**src/rtl/key_schedule_seq_if.sv**
```systemverilog
// key_schedule_seq_if: start/mode/key request and ready/valid schedule-word stream
interface key_schedule_seq_if #(parameter int MAX_NK = 8);
  logic                  start;
  logic [1:0]            mode;
  logic [32*MAX_NK-1:0]  key;
  logic                  busy;
  logic                  w_valid;
  logic                  w_ready;
  logic [31:0]           w_data;
  logic [5:0]            w_idx;
  logic                  w_last;
  logic                  err;
  modport master (output start, mode, key, w_ready, input busy, w_valid, w_data, w_idx, w_last, err);
  modport slave  (input start, mode, key, w_ready, output busy, w_valid, w_data, w_idx, w_last, err);
endinterface

```
**src/rtl/key_schedule_seq.sv**
```systemverilog
// key_schedule_seq: AES-128/192/256 key expansion, one schedule word per handshake
module key_schedule_seq #(parameter int MAX_NK = 8) (
  input logic clk,
  input logic rst_n,
  key_schedule_seq_if.slave ks
);
  typedef enum logic [1:0] {IDLE, EMIT, FIN} state_t;
  localparam logic [0:255][7:0] SBOX = {
    128'h637c777bf26b6fc53001672bfed7ab76, 128'hca82c97dfa5947f0add4a2af9ca472c0,
    128'hb7fd9326363ff7cc34a5e5f171d83115, 128'h04c723c31896059a071280e2eb27b275,
    128'h09832c1a1b6e5aa0523bd6b329e32f84, 128'h53d100ed20fcb15b6acbbe394a4c58cf,
    128'hd0efaafb434d338545f9027f503c9fa8, 128'h51a3408f929d38f5bcb6da2110fff3d2,
    128'hcd0c13ec5f974417c4a77e3d645d1973, 128'h60814fdc222a908846eeb814de5e0bdb,
    128'he0323a0a4906245cc2d3ac629195e479, 128'he7c8376d8dd54ea96c56f4ea657aae08,
    128'hba78252e1ca6b4c6e8dd741f4bbd8b8a, 128'h703eb5664803f60e613557b986c11d9e,
    128'he1f8981169d98e949b1e87e9ce5528df, 128'h8ca1890dbfe6426841992d0fb054bb16};
  function automatic logic [31:0] sub_word(input logic [31:0] x);
    return {SBOX[x[31:24]], SBOX[x[23:16]], SBOX[x[15:8]], SBOX[x[7:0]]};
  endfunction
  state_t      state_q, state_d;
  logic [31:0] win_q [MAX_NK];
  logic [31:0] kw [MAX_NK];
  logic [31:0] data_q, word_d, rot, temp;
  logic [5:0]  idx_q, lidx_q, lidx_d;
  logic [2:0]  top_q, top_d, mod_q, mod_n;
  logic [7:0]  rcon_q;
  logic        valid_q, last_q, err_q, acc, go, gen;
  assign ks.busy    = state_q == EMIT;
  assign ks.w_valid = valid_q;
  assign ks.w_data  = data_q;
  assign ks.w_idx   = idx_q;
  assign ks.w_last  = last_q;
  assign ks.err     = err_q;
  // win_q[0] is w[i-1]; window position top_q-1 becomes w[i+1-Nk] once the current word shifts in
  always_comb begin
    for (int m = 0; m < MAX_NK; m++) kw[m] = ks.key[32*(MAX_NK-m)-1 -: 32];
    acc     = valid_q && ks.w_ready;
    go      = state_q == IDLE && ks.start && ks.mode != 2'b11;
    top_d   = ks.mode == 2'b00 ? 3'd3 : ks.mode == 2'b01 ? 3'd5 : 3'd7;
    lidx_d  = ks.mode == 2'b00 ? 6'd43 : ks.mode == 2'b01 ? 6'd51 : 6'd59;
    mod_n   = mod_q == top_q ? 3'd0 : mod_q + 3'd1;
    gen     = idx_q >= {3'b000, top_q};
    rot     = mod_n == 3'd0 ? {data_q[23:0], data_q[31:24]} : data_q;
    temp    = !gen ? 32'h0 : mod_n == 3'd0 ? sub_word(rot) ^ {rcon_q, 24'h0} :
              (top_q == 3'd7 && mod_n == 3'd4) ? sub_word(rot) : data_q;
    word_d  = win_q[top_q - 3'd1] ^ temp;
    state_d = go ? EMIT : (state_q == EMIT && acc && last_q) ? FIN : state_q == FIN ? IDLE : state_q;
  end
  always_ff @(posedge clk or negedge rst_n) begin
    if (!rst_n) begin
      state_q <= IDLE;
      for (int j = 0; j < MAX_NK; j++) win_q[j] <= '0;
      data_q  <= '0;
      idx_q   <= '0;
      lidx_q  <= '0;
      top_q   <= '0;
      mod_q   <= '0;
      rcon_q  <= 8'h01;
      valid_q <= 1'b0;
      last_q  <= 1'b0;
      err_q   <= 1'b0;
    end else begin
      state_q <= state_d;
      err_q   <= state_q == IDLE && ks.start && ks.mode == 2'b11;
      if (go) begin
        top_q  <= top_d;
        lidx_q <= lidx_d;
        rcon_q <= 8'h01;
        for (int j = 0; j < MAX_NK; j++) win_q[j] <= kw[top_d - 3'(j)];
      end else if (state_q == EMIT && !valid_q) begin
        data_q  <= win_q[top_q];
        valid_q <= 1'b1;
        idx_q   <= '0;
        mod_q   <= '0;
        last_q  <= 1'b0;
      end else if (acc) begin
        win_q[0] <= data_q;
        for (int j = 1; j < MAX_NK; j++) win_q[j] <= win_q[j-1];
        valid_q <= !last_q;
        last_q  <= !last_q && (idx_q + 6'd1 == lidx_q);
        if (!last_q) begin
          data_q <= word_d;
          idx_q  <= idx_q + 6'd1;
          mod_q  <= mod_n;
        end
        if (gen && mod_n == 3'd0) rcon_q <= {rcon_q[6:0], 1'b0} ^ (rcon_q[7] ? 8'h1b : 8'h00);
      end
    end
  end
endmodule

```
**src/flat_wrapper.sv**
```systemverilog
// flat-port wrapper written by rule: the top's interface ports become plain ports
module key_schedule_seq_flat 
#(parameter int MAX_NK = 8)
  (clk, rst_n, ks_start, ks_mode, ks_key, ks_w_ready, ks_busy, ks_w_valid, ks_w_data, ks_w_idx, ks_w_last, ks_err);
  key_schedule_seq_if #(.MAX_NK(MAX_NK)) ks_i ();
  input logic clk;
  input logic rst_n;
  input wire logic [$bits(ks_i.start)-1:0] ks_start;
  input wire logic [$bits(ks_i.mode)-1:0] ks_mode;
  input wire logic [$bits(ks_i.key)-1:0] ks_key;
  input wire logic [$bits(ks_i.w_ready)-1:0] ks_w_ready;
  output wire logic [$bits(ks_i.busy)-1:0] ks_busy;
  output wire logic [$bits(ks_i.w_valid)-1:0] ks_w_valid;
  output wire logic [$bits(ks_i.w_data)-1:0] ks_w_data;
  output wire logic [$bits(ks_i.w_idx)-1:0] ks_w_idx;
  output wire logic [$bits(ks_i.w_last)-1:0] ks_w_last;
  output wire logic [$bits(ks_i.err)-1:0] ks_err;
  assign ks_i.start = ks_start;
  assign ks_i.mode = ks_mode;
  assign ks_i.key = ks_key;
  assign ks_i.w_ready = ks_w_ready;
  assign ks_busy = ks_i.busy;
  assign ks_w_valid = ks_i.w_valid;
  assign ks_w_data = ks_i.w_data;
  assign ks_w_idx = ks_i.w_idx;
  assign ks_w_last = ks_i.w_last;
  assign ks_err = ks_i.err;
  key_schedule_seq #(.MAX_NK(MAX_NK)) u_core (.clk(clk), .rst_n(rst_n), .ks(ks_i));
endmodule
```
**config.mk**
```make
export PLATFORM = sky130hd
export DESIGN_NAME = key_schedule_seq_flat
export DESIGN_NICKNAME = d
export VERILOG_FILES = /design/src/rtl/key_schedule_seq_if.sv /design/src/rtl/key_schedule_seq.sv /design/src/flat_wrapper.sv
export SDC_FILE = /design/constraint.sdc
export NUM_CORES = 2
export LEC_CHECK = 0
export BUFFER_PORTS_ARGS = -buffer_cell sky130_fd_sc_hd__buf_2
export CAP_MARGIN = 20
export CORE_ASPECT_RATIO = 0.7
export CORE_UTILIZATION = 40
export CTS_CLUSTER_SIZE = 20
export DETAILED_ROUTE_END_ITERATION = 7
export PLACE_DENSITY_LB_ADDON = 0.25
export SYNTH_ARGS = -nofsm -noshare
export SYNTH_HDL_FRONTEND = slang
export SYNTH_SLANG_ARGS = --single-unit
export TNS_END_PERCENT = 1
```
**constraint.sdc**
```tcl
create_clock -name clk -period 5.85 [get_ports clk]
set_input_delay 0.585 -clock clk [delete_from_list [all_inputs] [get_ports clk]]
set_output_delay 0.585 -clock clk [all_outputs]
set_load 0.02 [all_outputs]
```
# Yosys cells after proc, flatten, opt, wreduce, memory -nomap -nowiden

Memory sizes are Yosys's and may differ from the RTL's.
Index checks and enable logic that the tools add are counted.

$add $sub $neg: 10
$mul: 0
Divide/modulo/power cells: 0
$lt $le $gt $ge: 15
Equality and inequality tests: 11
Shift-type cells: 0
Mux-type cells: 71
Bitwise logic cells: 18
Reduce and logical (&&, ||, !) cells: 23

Operators by type and width:

| kind                | count |
|---|---|
| $bmux 32 s3         | 10 |
| $mux 32             | 27 |
| $mux 256            | 3 |
| $mux 8              | 12 |
| $xor 32x32->32      | 2 |
| $ge 4x4->1 const B  | 10 |
| $not 3->4           | 10 |
| $ge 9x9->1 const B  | 4 |
| $not 8->9           | 4 |
| $mux 6              | 4 |
| $mux 3              | 5 |
| $sub 3x3->3 const B | 4 |
| $logic_and 1x1->1   | 10 |
| $mux 2              | 4 |
| $xor 8x8->8         | 1 |
| $add 6x1->6 const B | 1 |
| $eq 3x3->1 const B  | 2 |
| $eq 6x6->1          | 1 |
| $ge 6x3->1          | 1 |
| $reduce_and 3->1    | 2 |
| $reduce_bool 2->1   | 3 |
| $sub 3x1->3 const B | 2 |
| $sub 3x2->3 const B | 2 |
| $mux 5              | 1 |
| 14 further kinds    | 23 |

Bits in registers: 319
Bits in latches: 0
RAM bits: 0
Memory bits (read-only): 8192
Output and inout port bits: 42
Logic and storage cells: 170
Memories: 4

Memories:

| name            | words | bits a word | read ports | clocked after Yosys merged registers in | wr ports | RTL line               | text |
|---|---|---|---|---|---|---|---|
| (no name shown) | 256   | 8           | 1          | 0                                       | 0        | key_schedule_seq.sv:18 | `return {SBOX[x[31:24]], SBOX[x[23:16]], SBOX[x[15:8]], SBOX[x[7:0]]};` |
| (no name shown) | 256   | 8           | 1          | 0                                       | 0        | key_schedule_seq.sv:18 |  |
| (no name shown) | 256   | 8           | 1          | 0                                       | 0        | key_schedule_seq.sv:18 |  |
| (no name shown) | 256   | 8           | 1          | 0                                       | 0        | key_schedule_seq.sv:18 |  |

# Depth between registers and ports, before layout

Word-level depth: 15
Mapped depth: 20
Gate-level depth less buffers: 17

# Worst setup path after synthesis

OpenSTA, ideal clock, no wires.

Kind: register -> register
Start: reg u_core.top_q[0]
End: reg u_core.data_q[12], in the netlist u_core.ks.w_data[12]
Arrival time: 4829 ps
Path slack: 884 ps
Cell stages (with the launch flop): 16
Period minus slack after synthesis: 4966 ps
Path through: dfrtp_1 buf_4 buf_1 clkbuf_1 clkbuf_1 clkbuf_1 inv_1 ha_1 clkbuf_1 clkbuf_1 clkbuf_1 clkbuf_1 mux4_2 mux2i_1 xor2_1 a21oi_1

Word-level cells in the longest chain between the ends: 15
Elaborated cells on any way between the ends: 29
Those cells by class: 1 x add/sub; 1 x order compare; 3 x eq/ne; 16 x mux; 5 x bitwise; 2 x reduce/logical; 1 x memory

RTL lines:

| item                                      | RTL line                                       | text |
|---|---|---|
| from (decl)                               | key_schedule_seq.sv:25                         | `logic [2:0] top_q, top_d, mod_q, mod_n;` |
| from (signal assigned)                    | key_schedule_seq.sv:66                         | `top_q <= top_d;` |
| $eq 3x3->1                                | key_schedule_seq.sv:41                         | `mod_n = mod_q == top_q ? 3'd0 : mod_q + 3'd1;` |
| $mux 3                                    | key_schedule_seq.sv:41                         |  |
| $logic_not 3->1                           | key_schedule_seq.sv:43, key_schedule_seq.sv:44 |  |
| $mux 32                                   | key_schedule_seq.sv:43                         | `rot = mod_n == 3'd0 ? {data_q[23:0], data_q[31:24]} : data_q;` |
| $not 8->9 (not written as such)           | key_schedule_seq.sv:18                         |  |
| $mem_v2 256x8                             | --                                             |  |
| $mux 8 (not written as such) (2 in a row) | key_schedule_seq.sv:18                         |  |
| $mux 32 or $xor 32x32->32 (tied branches) | key_schedule_seq.sv:45, key_schedule_seq.sv:44 |  |
| $mux 32 (2 in a row)                      | key_schedule_seq.sv:44                         | `temp = !gen ? 32'h0 : mod_n == 3'd0 ? sub_word(rot) ^ {rcon_q, 24'h0} :` |
| $xor 32x32->32                            | key_schedule_seq.sv:46                         | `word_d = win_q[top_q - 3'd1] ^ temp;` |
| $mux 32                                   | key_schedule_seq.sv:81                         | `if (!last_q) begin` |
| $mux 32                                   | key_schedule_seq.sv:76                         | `end else if (acc) begin` |
| $mux 32 (*)                               | key_schedule_seq.sv:70                         | `end else if (state_q == EMIT && !valid_q) begin` |
| to (signal assigned)                      | key_schedule_seq.sv:71                         | `data_q <= win_q[top_q];` |
| to (signal assigned)                      | key_schedule_seq.sv:82                         | `data_q <= word_d;` |
| to (decl)                                 | key_schedule_seq.sv:23                         | `logic [31:0] data_q, word_d, rot, temp;` |

Every way passes the cells marked *; elsewhere a longest branch is shown, timed or not. The select of a mux whose other input is x is not followed.
A chain may end at the register's enable or synchronous reset.

# Worst setup path after layout

Start: reg u_core.mod_q[0]
End: reg u_core.data_q[29], in the netlist u_core.ks.w_data[29]

Word-level cells in the longest chain between the ends: 15
Elaborated cells on any way between the ends: 19
Those cells by class: 1 x add/sub; 2 x eq/ne; 10 x mux; 3 x bitwise; 2 x reduce/logical; 1 x memory

RTL lines:

| item                                      | RTL line                                       | text |
|---|---|---|
| from (decl)                               | key_schedule_seq.sv:25                         |  |
| from (signal assigned)                    | key_schedule_seq.sv:84                         | `mod_q <= mod_n;` |
| $add 3x1->3 or $eq 3x3->1 (tied branches) | key_schedule_seq.sv:41                         |  |
| $mux 3 (*)                                | key_schedule_seq.sv:41                         |  |
| $logic_not 3->1                           | key_schedule_seq.sv:43, key_schedule_seq.sv:44 |  |
| $mux 32                                   | key_schedule_seq.sv:43                         |  |
| $not 8->9 (not written as such)           | key_schedule_seq.sv:18                         |  |
| $mem_v2 256x8                             | --                                             |  |
| $mux 8 (not written as such) (2 in a row) | key_schedule_seq.sv:18                         |  |
| $mux 32 or $xor 32x32->32 (tied branches) | key_schedule_seq.sv:45, key_schedule_seq.sv:44 |  |
| $mux 32 (*) (2 in a row)                  | key_schedule_seq.sv:44                         |  |
| $xor 32x32->32 (*)                        | key_schedule_seq.sv:46                         |  |
| $mux 32 (*)                               | key_schedule_seq.sv:81                         |  |
| $mux 32 (*)                               | key_schedule_seq.sv:76                         |  |
| $mux 32 (*)                               | key_schedule_seq.sv:70                         |  |

Marks and branches as above.

==> impl_metrics.py <==
metrics = {
    "logic_synthesis": {
        "synthesis.nets": 5413,
        "yosys_warnings": 0,
        "ys_seq_area_share_pct": 20.50,
        "syn_area_mm2": 0.03821,
        "synth.distinct_cells": 100,
        "synth_enable_flop_cells": 0,
        "synth.avg_cell_area_um2": 7.478,
        "synth-async-reset-ratio_pct": 100.0,
        "syn_inst": 5109,
        "synth_top_flop_cell": "dfrtp_1",
        "ys_seq_elements": 313,
    },
    "setup_path": {
        "worst_setup_path_start_kind": "flip-flop",
        "crit_required_ns": 6.27,
        "worstSetupEndpointType": "flip-flop",
        "timing.rr.end": "u_core.ks.w_data[29]",
        "arrival_ns": 5.83,
        "rrSetupSlack_ns": 0.43,
        "critical_path.max_fanout": 36,
        "path_class": "reg -> reg",
        "r2r-start": "u_core.mod_q[0]",
        "rr_worst_depth": 15,
    },
    "timing": {
        "worst_pin_slew_ns": 1.195,
        "layout_min_cycle_time_ns": 5.415,
        "max_freq_mhz": 184.7,
        "rsz0062_at_grt": "no",
        "relSlewSlack_pct": 20.32,
        "fin_tns_setup_ns": 0,
        "skew_ns": 0.03000,
        "finalHoldViolCount": 0,
        "setup_violations": 0,
        "drv_slew": 0,
        "finalCritPeriodShare_pct": 92.57,
    },
    "route": {
        "vias": 45090,
        "wl_um": 192800,
        "drtIter0Drc": 6721,
        "routed_via_density": 7.036,
        "ant_nets": 0,
        "first_pass_iters": 7,
        "routedWlPerCell_um": 30.08,
        "route.detailed.drc": 0,
    },
    "global_routing": {
        "grt_antenna_before_repair": 11,
        "grt_max_degree": 201,
        "grt_pass1_vias": 41120,
        "grt_pass1_wl_um": 282600,
        "grt_util_met2_pct": 53.52,
        "grt_usage_pct": 38.40,
        "grt-ovfl-total": 0,
        "gr-usage-met3_pct": 12.06,
        "gr-max-usage-layer": "met1",
        "use_met1_pct": 55.56,
    },
    "floorplan": {
        "rows": 94,
        "dieArea_mm2": 0.09678,
        "start_util_pct": 40.51,
        "ios": 304,
        "die_y_um": 260.6,
        "die_width_um": 371.4,
        "core_area_mm2": 0.09433,
    },
    "cells_and_area": {
        "layout_common_cells": "nand2_1 (853), nor2_1 (553), mux2i_1 (340)",
        "fin_nets": 5431,
        "utilization_pct": 44.93,
        "layout.cells.most_common": "nand2_1",
        "area_growth_syn_to_layout_pct": 10.92,
        "drive_gt1_share_pct": 16.94,
        "fin_area_mm2": 0.04238,
    },
    "placed_design": {
        "port_buffers": 303,
        "gp_congestion": 1.052,
        "placed_area_mm2": 0.04121,
        "dp_hpwl_um": 138400,
    },
    "clocking": {
        "clock_sinks": 313,
        "cts_max_path_buffers": 3,
        "cts_buffers": 34,
        "clk_latency_ns": 0.57,
        "h-tree-depth": 2,
        "cts.repair.resized": 0,
        "path_clk_slew_ns": 0.07,
        "cts-root-buf": "clkbuf_16",
        "cts_tree": "built",
    },
    "run_status": {
        "status": "finished clean",
    },
    "hold_path": {
        "whs_path_depth": 2,
        "min-delay-start": "ks_key[143]",
        "min_to": "u_core.win_q[239]",
        "hold_path_class": "in -> reg",
    },
    "run": {
        "max-cap-violations": 0,
    },
}
==> stage by stage <==
stage,setup slack [ns],std cells,hold slack (ns)
2_1_floorplan,0.8840,5109,0.2894
3_3_place_gp,0.7482,6335,0.5293
3_5_place_dp,0.7240,6337,0.5364
4_1_cts,0.6953,6399,0.2245
5_1_grt,0.4384,6407,0.2334
6_report,0.4347,6409,0.2472
==> worst max-delay path, stage by stage, from the launching register on <==
cell,delay [ns]
dfrtp_1,0.45
ha_1,0.32
xor2_2,0.35
o32ai_4,0.27
buf_4,0.37
a22oi_2,0.93
buf_4,0.42
o21ai_1,0.12
a221oi_1,0.27
a21oi_1,0.13
a221oi_1,0.78
buf_4,0.25
nor3_1,0.05
o311ai_2,0.33
xnor2_1,0.15
a21oi_1,0.08
==> per-layer routing <==
layer | up-vias | wire, um | share of wire (%)
met1 | 21960 | 83110 | 43
met5 | - | 53 | 0.027
met4 | 8 | 7251 | 3.8
met2 | 3104 | 77920 | 40
met3 | 464 | 24470 | 13
li1 | 19560 | - | -
==> cell type report <==
| type | count | area [um2] |
|---|---|---|
| inverter | 38 | 142.6 |
| clock inverter | 12 | 121.4 |
| antenna | 9 | 22.52 |
| sequential | 313 | 7841 |
| timing repair buffer | 555 | 3654 |
| multi-input combinational | 4185 | 28030 |
| tap | 1248 | 1562 |
| fill | 9603 | 51940 |
| clock buffer | 49 | 1008 |
==> cell usage after synthesis (all sizes together), types with 11 or more instances <==
| cell type | count | area (um2) |
|---|---|---|
| nor2 | 555 | 2086 |
| nor2b | 19 | 118.9 |
| dfrtp | 312 | 7807 |
| o2111ai | 20 | 175.2 |
| ha | 42 | 525.5 |
| buf | 207 | 1026 |
| a211oi | 326 | 2452 |
| xnor2 | 24 | 210.2 |
| a22oi | 17 | 132.6 |
| a21o | 22 | 165.2 |
| a21oi | 228 | 1141 |
| nor4 | 11 | 68.82 |
| o221ai | 45 | 400.4 |
| and2 | 23 | 143.9 |
| o31ai | 36 | 270.3 |
| mux2 | 66 | 750.7 |
| mux2i | 356 | 3611 |
| nand3 | 111 | 555.5 |
| a211o | 11 | 96.34 |
| o211ai | 101 | 758.2 |
| o22ai | 54 | 356.6 |
| nand4 | 14 | 87.58 |
| o32ai | 16 | 166.4 |
| o311a | 16 | 160.2 |
| a31oi | 333 | 2083 |
| a311oi | 34 | 297.8 |
| o311ai | 47 | 419.2 |
| o21a | 11 | 82.58 |
| clkbuf | 366 | 1374 |
| a2111oi | 29 | 254.0 |
| mux4 | 133 | 2995 |
| a221oi | 60 | 550.5 |
| nand2b | 24 | 150.1 |
| a32oi | 14 | 130.1 |
| or3 | 17 | 106.4 |
| nor3 | 93 | 480.5 |
| and3 | 14 | 87.58 |
| o21ai | 291 | 1456 |
| inv | 36 | 135.1 |
| nand2 | 854 | 3206 |
==> worst max-delay path by stage <==
| stage | start | end | slack, ns | depth (start not counted) |
|---|---|---|---|---|
| 2_1_floorplan | u_core.top_q[0] | u_core.ks.w_data[12] | 0.88 | 15 |
| 3_3_place_gp | u_core.mod_q[0] | u_core.ks.w_data[29] | 0.75 | 15 |
| 3_5_place_dp | u_core.mod_q[0] | u_core.ks.w_data[29] | 0.72 | 15 |
| 4_1_cts | u_core.mod_q[0] | u_core.ks.w_data[29] | 0.70 | 15 |
| 5_1_grt | u_core.mod_q[0] | u_core.ks.w_data[29] | 0.44 | 19 |
| 6_report | u_core.mod_q[0] | u_core.ks.w_data[29] | 0.43 | 15 |
==> logic make-up (layout without fill, tap and decap cells) <==
logic type / Yosys count / after routing / synth area share (%)
AOI/OAI and AO/OA: 1796 / 1796 / 32.32
and+or+nand+nor: 1759 / 1759 / 19.09
buffers and inverters: 611 / 654 / 6.654
muxes: 555 / 555 / 19.26
DFF: 313 / 313 / 20.50
adders and majority gates: 42 / 42 / 1.375
xor gates and xnor gates: 33 / 33 / 0.7958
other: 0 / 9 / 0
==> flip-flops by register name, summed over array words and instances, names as in the netlist, 2 cells and up <==
| register | cells |
|---|---|
| u_core.rcon_q | 8 |
| u_core.top_q | 2 |
| u_core.mod_q | 3 |
| u_core.ks.w_data | 32 |
| u_core.ks.w_idx | 6 |
| u_core.win_q | 256 |
| u_core.state_q | 2 |
==> timing repair <==
item | CTS | global route
endpoints found under the hold margin | 55 | 0
setup endpoints to repair | 0 | 0
buffers inserted | 0 | 0
hold buffers | 1 | 0
Power is not shown: default switching activity piles up to over one toggle a cycle in this logic, so the estimate is an artifact.
